==> config.mk <==
export PLATFORM = sky130hd
export DESIGN_NAME = pc_gen_flat
export DESIGN_NICKNAME = d
export VERILOG_FILES = /design/src/rtl/pc_gen_if.sv /design/src/rtl/pc_gen.sv /design/src/flat_wrapper.sv
export SDC_FILE = /design/constraint.sdc
export NUM_CORES = 1
export LEC_CHECK = 0
export CAP_MARGIN = 20
export CORE_MARGIN = 10
export CORE_UTILIZATION = 50
export CTS_CLUSTER_DIAMETER = 150
export CTS_CLUSTER_SIZE = 20
export DETAILED_ROUTE_END_ITERATION = 10
export HOLD_SLACK_MARGIN = 0.1
export PLACE_DENSITY = 0.95
export SLEW_MARGIN = 10
export SYNTH_ARGS = -nofsm -noshare
export SYNTH_HDL_FRONTEND = slang
export SYNTH_SLANG_ARGS = --single-unit
==> constraint.sdc <==
create_clock -name clk -period 5.05 [get_ports clk]
set_input_delay 1.01 -clock clk [delete_from_list [all_inputs] [get_ports clk]]
set_output_delay 1.01 -clock clk [all_outputs]
set_load 0.02 [all_outputs]
==> src/rtl/pc_gen_if.sv <==
// Fetch-front control bundle: hazard/redirect/trap requests in, fetch PC and status out.
interface pc_gen_if #(
  parameter int XLEN = 32
);
  logic            stall;
  logic            redirect_valid;
  logic [XLEN-1:0] redirect_target;
  logic            trap_valid;
  logic [XLEN-1:0] trap_target;
  logic [XLEN-1:0] pc_out;
  logic [XLEN-1:0] pc_next;
  logic            fetch_valid;
  logic            redirect_pending;
  logic            misaligned;

  modport master (
    output stall, redirect_valid, redirect_target, trap_valid, trap_target,
    input  pc_out, pc_next, fetch_valid, redirect_pending, misaligned
  );

  modport slave (
    input  stall, redirect_valid, redirect_target, trap_valid, trap_target,
    output pc_out, pc_next, fetch_valid, redirect_pending, misaligned
  );
endinterface

==> src/rtl/pc_gen.sv <==
// Fetch program-counter generator with stall, redirect, trap and stall-deferred redirect.
//   state | meaning
//   BOOT  | first edge after reset; fetch the reset vector, ignore all requests
//   RUN   | normal sequencing with trap > pending > redirect > capture > stall > increment
module pc_gen #(
  parameter int              XLEN         = 32,
  parameter logic [XLEN-1:0] RESET_VECTOR = '0,
  parameter int              IALIGN       = 4
) (
  input  logic     clk,
  input  logic     rst,
  pc_gen_if.slave  ctrl_io
);

  localparam logic [XLEN-1:0] LOW_MASK = XLEN'(IALIGN - 1);
  localparam logic [XLEN-1:0] STEP     = XLEN'(IALIGN);

  typedef enum logic {
    BOOT = 1'b0,
    RUN  = 1'b1
  } state_e;

  state_e          state_q, state_d;
  logic [XLEN-1:0] pc_q, pc_d;
  logic            pend_q, pend_d;
  logic [XLEN-1:0] pend_tgt_q, pend_tgt_d;
  logic            pend_mis_q, pend_mis_d;
  logic            mis_q, mis_d;

  logic [XLEN-1:0] redir_aligned;
  logic            redir_mis;
  logic [XLEN-1:0] trap_aligned;

  assign redir_aligned = ctrl_io.redirect_target & ~LOW_MASK;
  assign redir_mis     = |(ctrl_io.redirect_target & LOW_MASK);
  assign trap_aligned  = ctrl_io.trap_target & ~LOW_MASK;

  always_ff @(posedge clk or posedge rst) begin
    if (rst) begin
      state_q    <= BOOT;
      pc_q       <= RESET_VECTOR;
      pend_q     <= 1'b0;
      pend_tgt_q <= '0;
      pend_mis_q <= 1'b0;
      mis_q      <= 1'b0;
    end else begin
      state_q    <= state_d;
      pc_q       <= pc_d;
      pend_q     <= pend_d;
      pend_tgt_q <= pend_tgt_d;
      pend_mis_q <= pend_mis_d;
      mis_q      <= mis_d;
    end
  end

  always_comb begin
    state_d    = state_q;
    pc_d       = pc_q;
    pend_d     = pend_q;
    pend_tgt_d = pend_tgt_q;
    pend_mis_d = pend_mis_q;
    mis_d      = 1'b0;
    unique case (state_q)
      BOOT: begin
        state_d = RUN;
      end
      RUN: begin
        if (ctrl_io.trap_valid) begin
          // A trap also flushes any deferred redirect, even under stall.
          pc_d   = trap_aligned;
          pend_d = 1'b0;
        end else if (pend_q && !ctrl_io.stall) begin
          pc_d   = pend_tgt_q;
          pend_d = 1'b0;
          mis_d  = pend_mis_q;
        end else if (ctrl_io.redirect_valid && !ctrl_io.stall) begin
          pc_d  = redir_aligned;
          mis_d = redir_mis;
        end else if (ctrl_io.redirect_valid && ctrl_io.stall && !pend_q) begin
          pend_d     = 1'b1;
          pend_tgt_d = redir_aligned;
          pend_mis_d = redir_mis;
        end else if (!ctrl_io.stall) begin
          pc_d = pc_q + STEP;
        end
      end
      default: state_d = BOOT;
    endcase
  end

  assign ctrl_io.pc_out           = pc_q;
  assign ctrl_io.pc_next          = pc_d;
  assign ctrl_io.fetch_valid      = (state_q == RUN);
  assign ctrl_io.redirect_pending = pend_q;
  assign ctrl_io.misaligned       = mis_q;

endmodule

==> src/flat_wrapper.sv <==
// flat-port wrapper written by rule: the top's interface ports become plain ports
module pc_gen_flat 
#(
  parameter int              XLEN         = 32,
  parameter logic [XLEN-1:0] RESET_VECTOR = '0,
  parameter int              IALIGN       = 4
)
  (clk, rst, ctrl_io_stall, ctrl_io_redirect_valid, ctrl_io_redirect_target, ctrl_io_trap_valid, ctrl_io_trap_target, ctrl_io_pc_out, ctrl_io_pc_next, ctrl_io_fetch_valid, ctrl_io_redirect_pending, ctrl_io_misaligned);
  pc_gen_if #(.XLEN(XLEN)) ctrl_io_i ();
  input  logic clk;
  input  logic rst;
  input wire logic [$bits(ctrl_io_i.stall)-1:0] ctrl_io_stall;
  input wire logic [$bits(ctrl_io_i.redirect_valid)-1:0] ctrl_io_redirect_valid;
  input wire logic [$bits(ctrl_io_i.redirect_target)-1:0] ctrl_io_redirect_target;
  input wire logic [$bits(ctrl_io_i.trap_valid)-1:0] ctrl_io_trap_valid;
  input wire logic [$bits(ctrl_io_i.trap_target)-1:0] ctrl_io_trap_target;
  output wire logic [$bits(ctrl_io_i.pc_out)-1:0] ctrl_io_pc_out;
  output wire logic [$bits(ctrl_io_i.pc_next)-1:0] ctrl_io_pc_next;
  output wire logic [$bits(ctrl_io_i.fetch_valid)-1:0] ctrl_io_fetch_valid;
  output wire logic [$bits(ctrl_io_i.redirect_pending)-1:0] ctrl_io_redirect_pending;
  output wire logic [$bits(ctrl_io_i.misaligned)-1:0] ctrl_io_misaligned;
  assign ctrl_io_i.stall = ctrl_io_stall;
  assign ctrl_io_i.redirect_valid = ctrl_io_redirect_valid;
  assign ctrl_io_i.redirect_target = ctrl_io_redirect_target;
  assign ctrl_io_i.trap_valid = ctrl_io_trap_valid;
  assign ctrl_io_i.trap_target = ctrl_io_trap_target;
  assign ctrl_io_pc_out = ctrl_io_i.pc_out;
  assign ctrl_io_pc_next = ctrl_io_i.pc_next;
  assign ctrl_io_fetch_valid = ctrl_io_i.fetch_valid;
  assign ctrl_io_redirect_pending = ctrl_io_i.redirect_pending;
  assign ctrl_io_misaligned = ctrl_io_i.misaligned;
  pc_gen #(.XLEN(XLEN), .RESET_VECTOR(RESET_VECTOR), .IALIGN(IALIGN)) u_core (.clk(clk), .rst(rst), .ctrl_io(ctrl_io_i));
endmodule
After elaboration in Yosys (flattened, before gate mapping)

Cells that the tools add are included.

Magnitude comparators: 0
Multipliers: 0
Bitwise logic cells: 3
Shifts and indexed selects: 0
Divide/modulo/power cells: 0
Mux-type cells: 14
Equal/unequal tests: 1
Add/sub/neg operators: 1
Reduce and logical (&&, ||, !) cells: 10

Operator list:

| cell                    | count |
|---|---|
| $mux W32                | 6 |
| $add A32 B3 Y32 const B | 1 |
| $mux W1                 | 8 |
| $reduce_and A5 Y1       | 1 |
| $logic_and A1 B1 Y1     | 4 |
| $ne A3 B2 Y1 const B    | 1 |
| $not A1 Y1              | 3 |
| $reduce_and A3 Y1       | 1 |
| $reduce_bool A3 Y1      | 1 |
| $logic_not A1 Y1        | 2 |
| $reduce_or A2 Y1        | 1 |

Latch bits: 0
Bits in writable memories: 0
Memories kept: 0
Bits in read-only memories: 0
Word-level logic and storage cells: 35
Output and inout bits: 67
Input port bits: 69
Register bits after elaboration: 66

Depth between registers and ports, before layout

Gate-level depths: netlist of run 1.

Word-level depth: 7
Mapped depth: 8
Gate-level depth less buffers: 6

Least setup slack after synthesis of run 1

OpenSTA, ideal clock, no wires.

Kind: input-to-output
Start point: input port ctrl_io_stall
End point: output port ctrl_io_pc_next[30]
Required time: 4.040 ns
Buffers on the path: 2
Cell stages on the path: 7
Data arrival time: 2.592 ns
Slack: 1.448 ns
Cells stage by stage: buf_6 -> and4b_2 -> nand4_4 -> buf_2 -> nor4_1 -> nor3_1 -> o31ai_1

Word-level cells in the longest chain between the ends: 7
Elaborated cells on any way between the ends: 11
Classes of those cells: mux: 6; reduce/logical: 5

RTL lines:

| item                              | RTL line           | text |
|---|---|---|
| from (decl)                       | flat_wrapper.sv:12 | `input wire logic [$bits(ctrl_io_i.stall)-1:0] ctrl_io_stall;` |
| $logic_and A1 B1 Y1 (2 in series) | pc_gen.sv:79       | `end else if (ctrl_io.redirect_valid && ctrl_io.stall && !pend_q) begin` |
| $mux W32                          | pc_gen.sv:79       |  |
| $mux W32                          | pc_gen.sv:76       | `end else if (ctrl_io.redirect_valid && !ctrl_io.stall) begin` |
| $mux W32 (*)                      | pc_gen.sv:72       | `end else if (pend_q && !ctrl_io.stall) begin` |
| $mux W32 (*)                      | pc_gen.sv:68       | `if (ctrl_io.trap_valid) begin` |
| $mux W32 (*)                      | pc_gen.sv:63       | `unique case (state_q)` |
| to (decl)                         | flat_wrapper.sv:18 | `output wire logic [$bits(ctrl_io_i.pc_next)-1:0] ctrl_io_pc_next;` |

Mark *: on every way between the ends. The rest lies on a longest branch, timed or not.

Worst setup path after layout of run 1

Start point: input port ctrl_io_stall
End point: output port ctrl_io_pc_next[27]

Same word-level chain as after synthesis.

==> flow_metrics.env, run 1 <==
export IMPL_run_status="finished, final reports clean"
export IMPL_fin_ws_ns=0.2350
export IMPL_hold_class="register to register"
export IMPL_cts_resized=0
export IMPL_power_density_nw_per_um2=325.4
export IMPL_gp_congestion=0.9556
export IMPL_rsz0062_at_grt="false"
export IMPL_grt_pass1_wl_mm=23.25
export IMPL_routedWlPerCell_um=21.32
export IMPL_ys_types=67
export IMPL_drc=0
export IMPL_end_kind="output pin"
export IMPL_multi_input_area_um2=2256
export IMPL_io_buffer_count=133
export IMPL_synth_simple_area_share_pct=19.56
export IMPL_drt_iter0_drc=461
export IMPL_finalSetupViolCount=0
export IMPL_synth_compound_area_share_pct=23.78
export IMPL_clock_fmax_mhz=207.7
export IMPL_synth_warning_count=0
export IMPL_p_leak_nw=2.287
export IMPL_post_route_util_pct=71.41
export IMPL_grt_ovfl_total=0
export IMPL_final_max_slew_violation_count=0
export IMPL_track_usage_pct=22.64
export IMPL_first_pass_iters=5
export IMPL_final_antenna_net_count=0
export IMPL_fin_nets=642
export IMPL_worstSkewPairLatency_ns=0.35
export IMPL_grt_pass1_vias=4399
export IMPL_seq_area_um2=1652
export IMPL_synth_area_um2=4114
export IMPL_synth_area_mux_share_pct=10.19
export IMPL_clock_path_buffers=2
export IMPL_cp_data_required_time_ns=4.04
export IMPL_final_period_utilization_pct=95.35
export IMPL_antenna_cells=0
export IMPL_die_area_um2=12260
export IMPL_cp_max_fo=17
export IMPL_syn_num_nets=513
export IMPL_vias_per_cell=6.229
export IMPL_num_rows=33
export IMPL_ys_async_sr_fraction_pct=100.0
export IMPL_vias=4248
export IMPL_wirelength_mm=14.54
export IMPL_dp_hpwl_mm=10.65
export IMPL_synthAdderAreaFrac_pct=0.3041
export IMPL_fp_dieW_um=110.7
export IMPL_ys_ff_latch=66
export IMPL_hold_viol=0
export IMPL_die_h_um=110.7
export IMPL_detailedPlace_worstSlack_ns=0.2842
export IMPL_critPathKind="input pin to output pin"
export IMPL_synth_edf_count=0
export IMPL_dp_cells=666
export IMPL_cts_sinks=66
export IMPL_cts_inserted_buffers=9
export IMPL_cts_setup_buffers=0
export IMPL_ioPinCount=136
export IMPL_final_cells=682
export IMPL_drv_cap=0
export IMPL_crit_arrival_ns=3.80
export IMPL_clkTransAtPathRegs_ns=0.07
export IMPL_ctsHoldBuffers=0
export IMPL_fin_skew_ns=0.006488
export IMPL_core_area_um2=8093
export IMPL_ys_flop_type="dfrtp_1"
export IMPL_tightestPinTransition_ns=0.9442
export IMPL_fin_crit_ns=4.815
export IMPL_cts_root_buf="clkbuf_8"
export IMPL_ir_drop_v=0.0001958
export IMPL_ys_seq_area_share_pct=40.15
export IMPL_htreeDepth=3
export IMPL_synth_top_family_by_area="compound AO/OA/AOI/OAI gates"
export IMPL_grt_max_degree=39
export IMPL_cts_tree="yes"
export IMPL_start_util_pct=50.83
export IMPL_fin_tns_setup_ns=0
export IMPL_synth_cells=443
export IMPL_syn_avg_cell_area_um2=9.287
export IMPL_startpoint_type="input pin"
export IMPL_relSlewSlack_pct=37.05
export IMPL_syn2layout_area_growth_pct=40.48
export IMPL_antenna_found_initial=0
export IMPL_fillers=621
export IMPL_synth_xor_area_share_pct=0.8516
export IMPL_layout_drive_gt1_share_pct=14.04
logic make-up (layout without fill, tap and decap cells):
family / after synthesis / in the layout
AO/OA/AOI/OAI: 142 / 142
XOR/XNOR: 4 / 4
adder cells (fa/ha/maj): 1 / 1
buffers and inverters: 44 / 178
flip-flops: 66 / 66
multiplexers: 38 / 38
other: 1 / 1
AND/OR/NAND/NOR: 147 / 147
metrics by stage:
stage	total power [mW]	area, µm²	hold WS, ns
final	1.881	5779	0.5102
after floorplan	1.059	4114	0.4805
after global routing	1.969	5779	0.5220
after CTS	1.885	5779	0.5134
after global placement	1.334	5543	0.4884
after detailed placement	1.360	5543	0.4974
registers in the layout, indices dropped and copies added, names as in the netlist:
| signal | count |
|---|---|
| u_core.ctrl_io.misaligned | 1 |
| u_core.pend_mis_q | 1 |
| u_core.pend_tgt_q | 30 |
| u_core.ctrl_io.pc_out | 32 |
| u_core.ctrl_io.fetch_valid | 1 |
| u_core.ctrl_io.redirect_pending | 1 |
where the power goes:
part	total, mW	switching, mW	internal (mW)
Clock	0.525	0.218	0.308
Sequential	0.734	0.102	0.631
Combinational	0.622	0.313	0.309
Yosys cell counts (5+ instances only):
library cell	n	area share (%)
a21oi_1	23	2.8
a221oi_1	8	1.7
a22o_1	5	1.1
a31oi_1	7	1.1
and2_1	6	0.91
buf_2	14	1.7
clkbuf_1	12	1.1
dfrtp_1	66	40
inv_1	12	1.1
mux2_2	31	8.5
mux2i_1	7	1.7
nand2_1	38	3.5
nand2b_1	7	1.1
nand3_1	12	1.5
nor2_1	35	3.2
nor3_1	10	1.2
nor4_1	7	1.1
o211ai_1	6	1.1
o21ai_0	37	4.5
o221ai_1	6	1.3
o22ai_1	9	1.4
critical path: stages:
cell and delay, ns:
clkdlybuf4s50_1 0.51, and4b_1 0.49, nand4_4 0.34, or4_1 0.52
a31oi_1 0.19, a211o_1 0.14, clkdlybuf4s50_1 0.61
cell usage in the layout, fill, tap and decap left out, types with 3 or more instances in the layout:
cell and instances:
a21oi_1 23, a221o_1 3, a221oi_1 8, a22o_1 5, a22oi_1 4, a31oi_1 7, and2_1 6, and3_1 3
and4_1 3, buf_4 17, clkbuf_8 11, clkdlybuf4s50_1 133, dfrtp_1 66, inv_1 11, mux2_2 31, mux2i_1 7
nand2_1 38, nand2b_1 7, nand3_1 12, nor2_1 34, nor2b_1 3, nor3_1 10, nor3b_1 3, nor4_1 7
nor4_2 3, o211ai_1 6, o21a_1 4, o21ai_0 37, o221ai_1 6, o22ai_1 9, o31a_1 4, o31ai_1 4
o41ai_2 3, xnor2_1 4
final timing paths:
path / to / cells after the start / start / slack (ns)
setup / recovery: ctrl_io_pc_next[27] / 7 / ctrl_io_stall / 0.24
hold / removal: u_core.pend_tgt_q[7]$_DFFE_PP0P_ / 1 / u_core.pend_tgt_q[7]$_DFFE_PP0P_ / 0.51
setup reg to reg: u_core.ctrl_io.pc_out[17]$_DFF_PP0_ / 4 / u_core.ctrl_io.redirect_pending$_DFFE_PP0P_ / 2.64
hold reg to reg: u_core.pend_tgt_q[7]$_DFFE_PP0P_ / 1 / u_core.pend_tgt_q[7]$_DFFE_PP0P_ / 0.51
max in group asynchronous: u_core.ctrl_io.pc_out[7]$_DFF_PP0_ / 3 / rst / 3.06
min in group asynchronous: u_core.pend_tgt_q[4]$_DFFE_PP0P_ / 2 / rst / 1.05
layout make-up:
class | count | area share [%]
inverter | 12 | 0.7794
clock buffer | 11 | 2.620
timing repair buffer | 150 | 25.24
sequential | 66 | 28.58
clock inverter | 5 | 1.472
tap | 105 | 2.273
multi-input combinational | 333 | 39.03
routing by layer:
metal / vias to the layer above / wire length, µm / track usage, %
met3: 39 / 1320 / 6.981
met5: - / 0 / 0
li1: 1928 / - / -
met1: 2055 / 5713 / 26.53
met2: 226 / 7151 / 38.25
met4: 0 / 353 / 7.639
(Power assumes the default switching activity.)
==> run 2: changes to the inputs <==
--- a/config.mk
+++ b/config.mk
@@ -5,14 +5,15 @@
 export SDC_FILE = /design/constraint.sdc
 export NUM_CORES = 1
 export LEC_CHECK = 0
+export ABC_CLOCK_PERIOD_IN_PS = 5050
 export CAP_MARGIN = 20
 export CORE_MARGIN = 10
-export CORE_UTILIZATION = 50
+export CORE_UTILIZATION = 25
 export CTS_CLUSTER_DIAMETER = 150
 export CTS_CLUSTER_SIZE = 20
 export DETAILED_ROUTE_END_ITERATION = 10
 export HOLD_SLACK_MARGIN = 0.1
-export PLACE_DENSITY = 0.95
+export PLACE_DENSITY = 0.6
 export SLEW_MARGIN = 10
 export SYNTH_ARGS = -nofsm -noshare
 export SYNTH_HDL_FRONTEND = slang
==> flow_metrics.env, run 2 (same netlist as run 1, synthesis figures left out) <==
export IMPL_run_status="finished, final reports clean"
export IMPL_final_antenna_net_count=0
export IMPL_clkTransAtPathRegs_ns=0.05
export IMPL_hp_start="u_core.pend_tgt_q[4]$_DFFE_PP0P_"
export IMPL_cts_setup_buffers=0
export IMPL_vias=4157
export IMPL_fp_dieW_um=148.3
export IMPL_crit_cells=8
export IMPL_track_usage_pct=14.68
export IMPL_cts_tree="yes"
export IMPL_startpoint_type="input pin"
export IMPL_power_density_nw_per_um2=328.0
export IMPL_largest_reg_flops=32
export IMPL_fin_skew_ns=0.006193
export IMPL_wirelength_mm=16.55
export IMPL_crit_path_cell_trace="clkdlybuf4s50_1, buf_4, nand2b_1, nor3_1, or3_1, o21ai_0, a211o_1, clkdlybuf4s50_1"
export IMPL_syn2layout_area_growth_pct=46.32
export IMPL_tightestPinTransition_ns=0.8376
export IMPL_grt_pass1_wl_mm=25.22
export IMPL_hold_viol=0
export IMPL_final_period_utilization_pct=92.08
export IMPL_cp_startpoint="ctrl_io_stall"
export IMPL_die_area_um2=21990
export IMPL_crit_path_end="ctrl_io_pc_next[31]"
export IMPL_whs_ns=0.5072
export IMPL_grt_pass1_vias=4296
export IMPL_drt_iter0_drc=312
export IMPL_layout_common_cells="clkdlybuf4s50_1 (133), dfrtp_1 (66), nand2_1 (38)"
export IMPL_grt_ovfl_total=0
export IMPL_cts_root_buf="clkbuf_16"
export IMPL_p_leak_nw=2.343
export IMPL_start_util_pct=25.71
export IMPL_fin_nets=648
export IMPL_grt_max_degree=35
export IMPL_cts_inserted_buffers=9
export IMPL_crit_arrival_ns=3.64
export IMPL_fin_tns_setup_ns=0
export IMPL_ir_drop_v=0.0001566
export IMPL_detailedPlace_worstSlack_ns=0.2044
export IMPL_worstSkewPairLatency_ns=0.34
export IMPL_dp_cells=783
export IMPL_final_cells=801
export IMPL_regToRegSetupSlack_ns=2.82
export IMPL_antenna_found_initial=1
export IMPL_dp_hpwl_mm=12.39
export IMPL_finalSetupViolCount=0
export IMPL_critPathKind="input pin to output pin"
export IMPL_core_area_um2=16000
export IMPL_first_pass_iters=5
export IMPL_r2r_start="u_core.ctrl_io.pc_out[15]$_DFF_PP0_"
export IMPL_fillers=1607
export IMPL_cp_top_family="buffers and inverters"
export IMPL_cpMaxStageDelayCell="clkdlybuf4s50_1"
export IMPL_vias_per_cell=5.190
export IMPL_clock_path_buffers=2
export IMPL_cp_data_required_time_ns=4.04
export IMPL_cp_max_fo=17
export IMPL_gp_congestion=0.8800
export IMPL_drv_cap=0
export IMPL_hold_class="register to register"
export IMPL_layout_commonest_cell="clkdlybuf4s50_1"
export IMPL_cpPeakStageDelay_ns=0.62
export IMPL_worstRegToRegCells=5
export IMPL_drc=0
export IMPL_ioPinCount=136
export IMPL_io_buffer_count=133
export IMPL_crit_buf_inv=3
export IMPL_relSlewSlack_pct=44.16
export IMPL_clock_fmax_mhz=215.1
export IMPL_cts_sinks=66
export IMPL_fin_ws_ns=0.3999
export IMPL_cpMostUsedCell="clkdlybuf4s50_1"
export IMPL_routedWlPerCell_um=20.67
export IMPL_end_kind="output pin"
export IMPL_r2r_end="u_core.ctrl_io.pc_out[22]$_DFF_PP0_"
export IMPL_rsz0062_at_grt="false"
export IMPL_fin_crit_ns=4.650
export IMPL_final_max_slew_violation_count=0
export IMPL_die_h_um=148.3
export IMPL_num_rows=46
export IMPL_htreeDepth=3
export IMPL_layout_drive_gt1_share_pct=14.75
==> run 2: per-layer routing <==
layer  track usage [%]  share of wire (%)
met1             17.99                 43
met2             23.61                 48
met3             5.309                8.1
met4             4.311                1.3
met5                 0                  0
==> run 2: how the worst min path moves through the flow <==
stage | endpoint | cells past startpoint
4_1_cts | u_core.pend_tgt_q[26]$_DFFE_PP0P_ | 1
3_5_place_dp | u_core.pend_tgt_q[26]$_DFFE_PP0P_ | 1
5_1_grt | u_core.pend_tgt_q[21]$_DFFE_PP0P_ | 1
6_report | u_core.pend_tgt_q[4]$_DFFE_PP0P_ | 1
2_1_floorplan | u_core.pend_tgt_q[25]$_DFFE_PP0P_ | 1
3_3_place_gp | u_core.pend_tgt_q[21]$_DFFE_PP0P_ | 1
==> run 2: area by class of cell <==
| cell class | count | area (µm²) | share of cell area (%) |
|---|---|---|---|
| repair buffers | 156 | 1504 | 24.98 |
| inverters | 12 | 45.04 | 0.7483 |
| flip-flops and latches | 66 | 1652 | 27.44 |
| well taps | 216 | 270.3 | 4.490 |
| clock inverters | 2 | 10.01 | 0.1663 |
| diodes | 2 | 5.005 | 0.08314 |
| multi-input cells | 333 | 2260 | 37.54 |
| clock buffers | 14 | 274.0 | 4.552 |
==> run 2: worst register-to-register path: stages (launching register included) <==
cell and delay [ns]:
dfrtp_1 0.44, nand4_1 0.15, or2_1 0.53, nor4_1 0.58, o21ai_0 0.17, a32o_1 0.24
==> run 2: through the flow <==
step | cell area, µm² | utilization (%) | power [mW]
final | 6020 | 37.62 | 1.974
after global routing | 6015 | 37.59 | 2.078
after CTS | 6011 | 37.57 | 1.995
after detailed placement | 5727 | 35.79 | 1.377
after global placement | 5727 | 35.79 | 1.363
after floorplan | 4114 | - | 1.059
==> run 2: power breakdown <==
group	total [mW]	switching (mW)	internal (mW)	leakage [nW]
combinational	0.636	0.324	0.312	1.41
sequential	0.733	0.0998	0.633	0.787
clock	0.606	0.234	0.371	0.143
==> run 2: what timing repair did <==
item,4_1_cts,5_1_grt
endpoints found under the hold margin,0,0
endpoints found under the setup margin,0,1
resized for setup,0,1
hold buffers,0,0
